File: src/rtl/ma_stage_ctrl.sv
// Memory-access stage controller: issues DMEM loads/stores, aligns store data, extends load data, selects write-back.
// Latency: pass-through in 1 cycle without an access; loads/stores take at least 3 cycles (IDLE -> BUSY -> DONE).
// Backpressure: holds STALL high until DMEM_ACK or the BUSY timeout, then releases it for one DONE cycle.
// Build option: define MISALIGN_TRAP_EN to trap misaligned accesses instead of forcing them aligned.
module ma_stage_ctrl #(
  parameter int TIMEOUT_CYCLES = 16,
  parameter int TO_W           = 5
) (
  input  logic        CLK,
  input  logic        RESET,
  input  logic [31:0] ALU_RESULT,
  input  logic [31:0] STORE_DATA,
  input  logic [4:0]  DEST_REG,
  input  logic [31:0] PC_PLUS_4,
  input  logic [31:0] IMMEDIATE,
  input  logic [1:0]  MEM_WRITE,
  input  logic [1:0]  MEM_READ,
  input  logic        LOAD_UNSIGNED,
  input  logic [1:0]  REG_WRITE_SEL,
  input  logic        REG_WRITE_ENABLE,
  output logic        DMEM_REQ,
  output logic        DMEM_WE,
  output logic [31:0] DMEM_ADDR,
  output logic [3:0]  DMEM_BYTE_EN,
  output logic [31:0] DMEM_WDATA,
  input  logic [31:0] DMEM_RDATA,
  input  logic        DMEM_ACK,
  output logic        STALL,
  output logic [31:0] WB_DATA,
  output logic [4:0]  WB_DEST_REG,
  output logic        WB_REG_WRITE_ENABLE,
  output logic        MISALIGNED,
  output logic        MEM_TIMEOUT
);

  typedef enum logic [1:0] {
    S_IDLE = 2'b00,
    S_BUSY = 2'b01,
    S_DONE = 2'b10
  } state_t;

  // Everything presented on the data-memory port, registered as one bundle.
  typedef struct packed {
    logic        req;
    logic        we;
    logic [31:0] addr;
    logic [3:0]  byte_en;
    logic [31:0] wdata;
  } dmem_req_t;

  state_t          state_q, state_d;
  dmem_req_t       dmem_q, dmem_d;
  logic [TO_W-1:0] cnt_q, cnt_d;
  logic [31:0]     load_q, load_d;
  logic            timeout_q, timeout_d;

  logic        is_store;
  logic        is_load;
  logic        access;
  logic [1:0]  size;
  logic [1:0]  lo;          // low address bits actually used for lane selection
  logic        misaligned;
  logic        stall_c;
  logic [3:0]  be_c;
  logic [31:0] wdata_c;
  logic [7:0]  byte_v;
  logic [15:0] half_v;
  logic [31:0] load_ext;

  // A store wins when both read and write are requested; the read is dropped.
  assign is_store = (MEM_WRITE != 2'b00);
  assign is_load  = (MEM_READ != 2'b00) & ~is_store;
  assign access   = is_store | is_load;
  assign size     = is_store ? MEM_WRITE : MEM_READ;

`ifdef MISALIGN_TRAP_EN
  assign lo         = ALU_RESULT[1:0];
  assign misaligned = (state_q == S_IDLE) & access &
                      (((size == 2'b10) & ALU_RESULT[0]) |
                       ((size == 2'b11) & (ALU_RESULT[1:0] != 2'b00)));
`else
  // Without the trap, halves drop addr[0] and words drop addr[1:0].
  assign lo         = (size == 2'b11) ? 2'b00 :
                      (size == 2'b10) ? {ALU_RESULT[1], 1'b0} : ALU_RESULT[1:0];
  assign misaligned = 1'b0;
`endif

  // Store lane enables and lane-replicated write data.
  always_comb begin
    be_c    = 4'b0000;
    wdata_c = 32'h0;
    case (size)
      2'b01: begin
        be_c    = 4'b0001 << lo;
        wdata_c = {4{STORE_DATA[7:0]}};
      end
      2'b10: begin
        be_c    = lo[1] ? 4'b1100 : 4'b0011;
        wdata_c = {2{STORE_DATA[15:0]}};
      end
      2'b11: begin
        be_c    = 4'b1111;
        wdata_c = STORE_DATA;
      end
      default: begin
        be_c    = 4'b0000;
        wdata_c = 32'h0;
      end
    endcase
    if (!is_store) begin
      wdata_c = 32'h0;
    end
  end

  // Load lane extraction and sign/zero extension.
  always_comb begin
    byte_v = 8'h00;
    case (lo)
      2'b00:   byte_v = DMEM_RDATA[7:0];
      2'b01:   byte_v = DMEM_RDATA[15:8];
      2'b10:   byte_v = DMEM_RDATA[23:16];
      default: byte_v = DMEM_RDATA[31:24];
    endcase
    half_v   = lo[1] ? DMEM_RDATA[31:16] : DMEM_RDATA[15:0];
    load_ext = DMEM_RDATA;
    case (MEM_READ)
      2'b01:   load_ext = LOAD_UNSIGNED ? {24'h0, byte_v} : {{24{byte_v[7]}}, byte_v};
      2'b10:   load_ext = LOAD_UNSIGNED ? {16'h0, half_v} : {{16{half_v[15]}}, half_v};
      default: load_ext = DMEM_RDATA;
    endcase
  end

  // Next-state and stall logic for the IDLE/BUSY/DONE access sequence.
  always_comb begin
    state_d   = state_q;
    dmem_d    = dmem_q;
    cnt_d     = cnt_q;
    load_d    = load_q;
    timeout_d = timeout_q;
    stall_c   = 1'b0;
    case (state_q)
      S_IDLE: begin
        if (access && !misaligned) begin
          stall_c        = 1'b1;
          state_d        = S_BUSY;
          dmem_d.req     = 1'b1;
          dmem_d.we      = is_store;
          dmem_d.addr    = {ALU_RESULT[31:2], 2'b00};
          dmem_d.byte_en = be_c;
          dmem_d.wdata   = wdata_c;
          cnt_d          = '0;
        end
      end
      S_BUSY: begin
        stall_c = 1'b1;
        // A completion in the final waiting cycle beats the timeout.
        if (DMEM_ACK) begin
          if (is_load) begin
            load_d = load_ext;
          end
          dmem_d.req = 1'b0;
          state_d    = S_DONE;
        end else if (cnt_q == TO_W'(TIMEOUT_CYCLES - 1)) begin
          dmem_d.req = 1'b0;
          timeout_d  = 1'b1;
          load_d     = 32'h0;
          state_d    = S_DONE;
        end else begin
          cnt_d = cnt_q + TO_W'(1);
        end
      end
      S_DONE: begin
        state_d = S_IDLE;
      end
      default: begin
        state_d = S_IDLE;
      end
    endcase
  end

  // State, DMEM bundle, timeout counter, load register and sticky timeout flag.
  always_ff @(posedge CLK or posedge RESET) begin
    if (RESET) begin
      state_q   <= S_IDLE;
      dmem_q    <= '0;
      cnt_q     <= '0;
      load_q    <= 32'h0;
      timeout_q <= 1'b0;
    end else begin
      state_q   <= state_d;
      dmem_q    <= dmem_d;
      cnt_q     <= cnt_d;
      load_q    <= load_d;
      timeout_q <= timeout_d;
    end
  end

  // Write-back value selection.
  always_comb begin
    WB_DATA = ALU_RESULT;
    case (REG_WRITE_SEL)
      2'b00:   WB_DATA = ALU_RESULT;
      2'b01:   WB_DATA = load_q;
      2'b10:   WB_DATA = PC_PLUS_4;
      default: WB_DATA = IMMEDIATE;
    endcase
  end

  // Reset forces the pipeline to run free and suppresses write-back at once.
  assign STALL               = stall_c & ~RESET;
  assign WB_DEST_REG         = DEST_REG;
  assign WB_REG_WRITE_ENABLE = REG_WRITE_ENABLE & ~stall_c & ~misaligned &
                               (DEST_REG != 5'd0) & ~RESET;
  assign MISALIGNED          = misaligned;
  assign MEM_TIMEOUT         = timeout_q;

  assign DMEM_REQ     = dmem_q.req;
  assign DMEM_WE      = dmem_q.we;
  assign DMEM_ADDR    = dmem_q.addr;
  assign DMEM_BYTE_EN = dmem_q.byte_en;
  assign DMEM_WDATA   = dmem_q.wdata;

endmodule

File: config.mk
export PLATFORM = sky130hd
export DESIGN_NAME = ma_stage_ctrl
export DESIGN_NICKNAME = d
export VERILOG_FILES = /design/src/rtl/ma_stage_ctrl.sv
export SDC_FILE = /design/constraint.sdc
export NUM_CORES = 1
export LEC_CHECK = 0
export CORE_ASPECT_RATIO = 0.9
export CORE_MARGIN = 4
export CORE_UTILIZATION = 40
export DETAILED_ROUTE_END_ITERATION = 7
export PLACE_DENSITY = 0.78
export SETUP_SLACK_MARGIN = 0.15
export SYNTH_ARGS = -nofsm -noshare
export SYNTH_HDL_FRONTEND = slang
export SYNTH_SLANG_ARGS = --single-unit
File: constraint.sdc
create_clock -name CLK -period 13 [get_ports CLK]
set_clock_uncertainty 0.15 [all_clocks]
set_input_delay 2.6 -clock CLK [delete_from_list [all_inputs] [get_ports CLK]]
set_output_delay 2.6 -clock CLK [all_outputs]
set_load 0.05 [all_outputs]
==> metrics.cfg <==
[logic_synthesis]
synth_top_family_by_area = compound AO/OA/AOI/OAI gates
synthTopCellsByCount = nand2_1 (135), dfrtp_1 (108), nor2_1 (51)
yosysWarnings = 0
seq_area_frac_synth_pct = 44.09
syn-cell-area_mm2 = 0.006130
synth-edff-count = 0
synth_top_area_cell = dfrtp_1
synth-seq-cells = 108
synth_xor_area_share_pct = 0.4287
yosys.area_share.simple_pct = 16.49
muxShareOfSynthArea_pct = 14.70
yosysTopAreaCellShare_pct = 44.09
synth_compound_area_share_pct = 17.55
yosysUniqueCellTypes = 50
synth.most_common_cell = nand2_1
syn_inst = 635
syn_area_per_cell_um2 = 9.653
synth.top_cells.by_area = dfrtp_1 (44%), mux4_2 (12%), nand2_1 (8.3%)
synthArstFlopShare_pct = 100.0
yosys_most_used_dff = dfrtp_1
synth_fa_ha_area_share_pct = 1.021

[clock_tree]
cts_root_buffer = clkbuf_16
clk_latency_ps = 350
clk_pin_slew_ps = 70
cts_setup_buffers = 0
ctsHoldBuffers = 0
cts_buffer_depth = 2
tritoncts = built
numCtsBuffers = 9
cts_max_level = 3
cts_sinks = 108
cts_resized = 0

[cells_and_area]
area_growth_pct = 52.13
drive_gt1_share_pct = 6.900
fin_nets = 1060
post-route-util_pct = 62.70
stdcell_count = 1083

[floorplan]
fp.coreArea_mm2 = 0.01487
io-pin-count = 287
die_w_um = 138.5
fp-row-count = 42
die_area_mm2 = 0.01737
initial_core_util_pct = 41.22
die_h_um = 125.4

[timing]
max_slew_margin_pct = 16.14
rsz0062_at_grt = no
hold_slack_ps = 321.1
clock.fmax_mhz = 128.2
setup_viol = 0
fin_tns_setup_ps = 0
slew_violations = 0
layout_setup_ws_ps = 5198
tightestPinTransition_ps = 1250
period_needed_ps = 7802
finalCritPeriodShare_pct = 60.02
hold_violations = 0

[worst_hold_path]
hp-start = DMEM_BYTE_EN[1]
hold_class = register to register
holdPathStages = 2
holdPathEnd = DMEM_BYTE_EN[1]

[setup_path]
worst-r2r-cell-count = 6
startpoint_type = input pin
cpMaxStageDelayCell = clkdlybuf4s50_1
cpPeakStageDelay_ps = 810
r2r-end = load_q[12]
worstPathMaxFanout = 9
r2r-start = state_q[0]
r2r_slack_ps = 10570
end_kind = primary output
worstPathRequired_ps = 10250
crit_chain = clkdlybuf4s50_1 -> nor2_1 -> nand2_1 -> o21bai_1 -> o2111a_1 -> clkdlybuf4s50_1
critPathKind = input pin to primary output
cp_top_family = buffers and inverters
cp_num_buf_inv = 2
crit_arrival_ps = 5050
cp_common_cell = clkdlybuf4s50_1

[global_routing]
overflow = 0
grt_use_total_pct = 24.66
grt_pass1_wl_um = 34180
grt_max_degree = 66
grt_pass1_vias = 5935
use_met1_pct = 32.94
grt_util_met3_pct = 5.918
grt_busiest_layer = met2
grtUsageMet2_pct = 39.38
antenna_found_initial = 1

[detailed_routing]
vias = 5996
drt_wl_total_um = 21700
postRouteAntennaNets = 0
drc_errors = 0
drt_iter0_markers = 553
viasPerCell = 5.536
post_drt_wl_per_cell_um = 20.03
drt-pass1-iter-count = 6

[placement]
dp_hpwl_um = 16400
post-place-ws_ps = 5213
portBuffers = 283
place_congestion = 0.8895
placedCellCount = 1066

[status]
status = complete, no violations

[run]
cap_violations = 0

[pwr]
power_leakage_nw = 4.040
pwr_density_cell_mw_per_mm2 = 216.2
ir_drop_mv = 0.1328

## placed cells by master (no fill, tap or decap), types with 8 or more instances in the layout
| master | count |
|---|---|
| clkdlybuf4s50_1 | 281 |
| nand2_1 | 134 |
| dfrtp_1 | 108 |
| nor2_1 | 51 |
| mux4_2 | 32 |
| a31oi_1 | 30 |
| o21ai_0 | 24 |
| inv_1 | 22 |
| mux2i_1 | 18 |
| nand3_1 | 17 |
| a22o_1 | 16 |
| a22oi_1 | 14 |
| a21oi_1 | 12 |
| o311ai_1 | 10 |
| clkbuf_16 | 9 |
| o2bb2ai_1 | 8 |
| and3_1 | 8 |
## routing by layer
metal	wire length (um)	vias up
li1	-	2786
met4	692	0
met1	8890	2905
met2	10580	260
met5	0	-
met3	1536	45
## worst max path at each step
stage,startpoint,cells past startpoint,slack [ps],end
detailed placement,MEM_WRITE[1],6,5210,WB_REG_WRITE_ENABLE
global route,MEM_WRITE[1],6,5050,WB_REG_WRITE_ENABLE
global placement,MEM_WRITE[1],6,5310,WB_REG_WRITE_ENABLE
CTS,MEM_WRITE[1],6,5200,WB_REG_WRITE_ENABLE
floorplan,RESET,2,4630,WB_REG_WRITE_ENABLE
finish,MEM_WRITE[1],6,5200,WB_REG_WRITE_ENABLE
## worst min-delay path: stages (launching register included)
cell and delay, ps:
dfrtp_1 340, nand2_1 50, nand2_1 50
## power by group
part,total (mW),internal [mW],switching [mW]
logic,1.12,0.394,0.729
registers,0.592,0.490,0.102
clock network,0.301,0.171,0.130
## cells by family after synthesis
family	after synthesis
xor+xnor	3
buf+inv	81
other cells	1
compound gates	148
flops	108
simple gates	239
fa+ha+maj	5
mux	50
## metrics by stage
step	cell area (um2)	total power [mW]
finish	9325	2.016
CTS	9323	2.028
global route	9325	2.115
global placement	9002	1.705
detailed placement	9002	1.723
floorplan	6137	1.300
## state kept, by name (all words and copies together) (netlist names)
signal,cells
DMEM_WDATA,32
cnt_q,5
state_q,2
DMEM_BYTE_EN,4
DMEM_ADDR,30
load_q,32
DMEM_WE,1
MEM_TIMEOUT,1
DMEM_REQ,1
## layout make-up
class                   count  area (um2)
fillers                  1231        5547
diodes                      1       2.502
flip-flops and latches    108        2703
clock inverters             6       91.34
clock buffers              10       229.0
well taps                 198       247.7
multi-input cells         448        3095
inverters                  23       88.84
repair buffers            289        2868
Power figures use the tool's default switching activity.
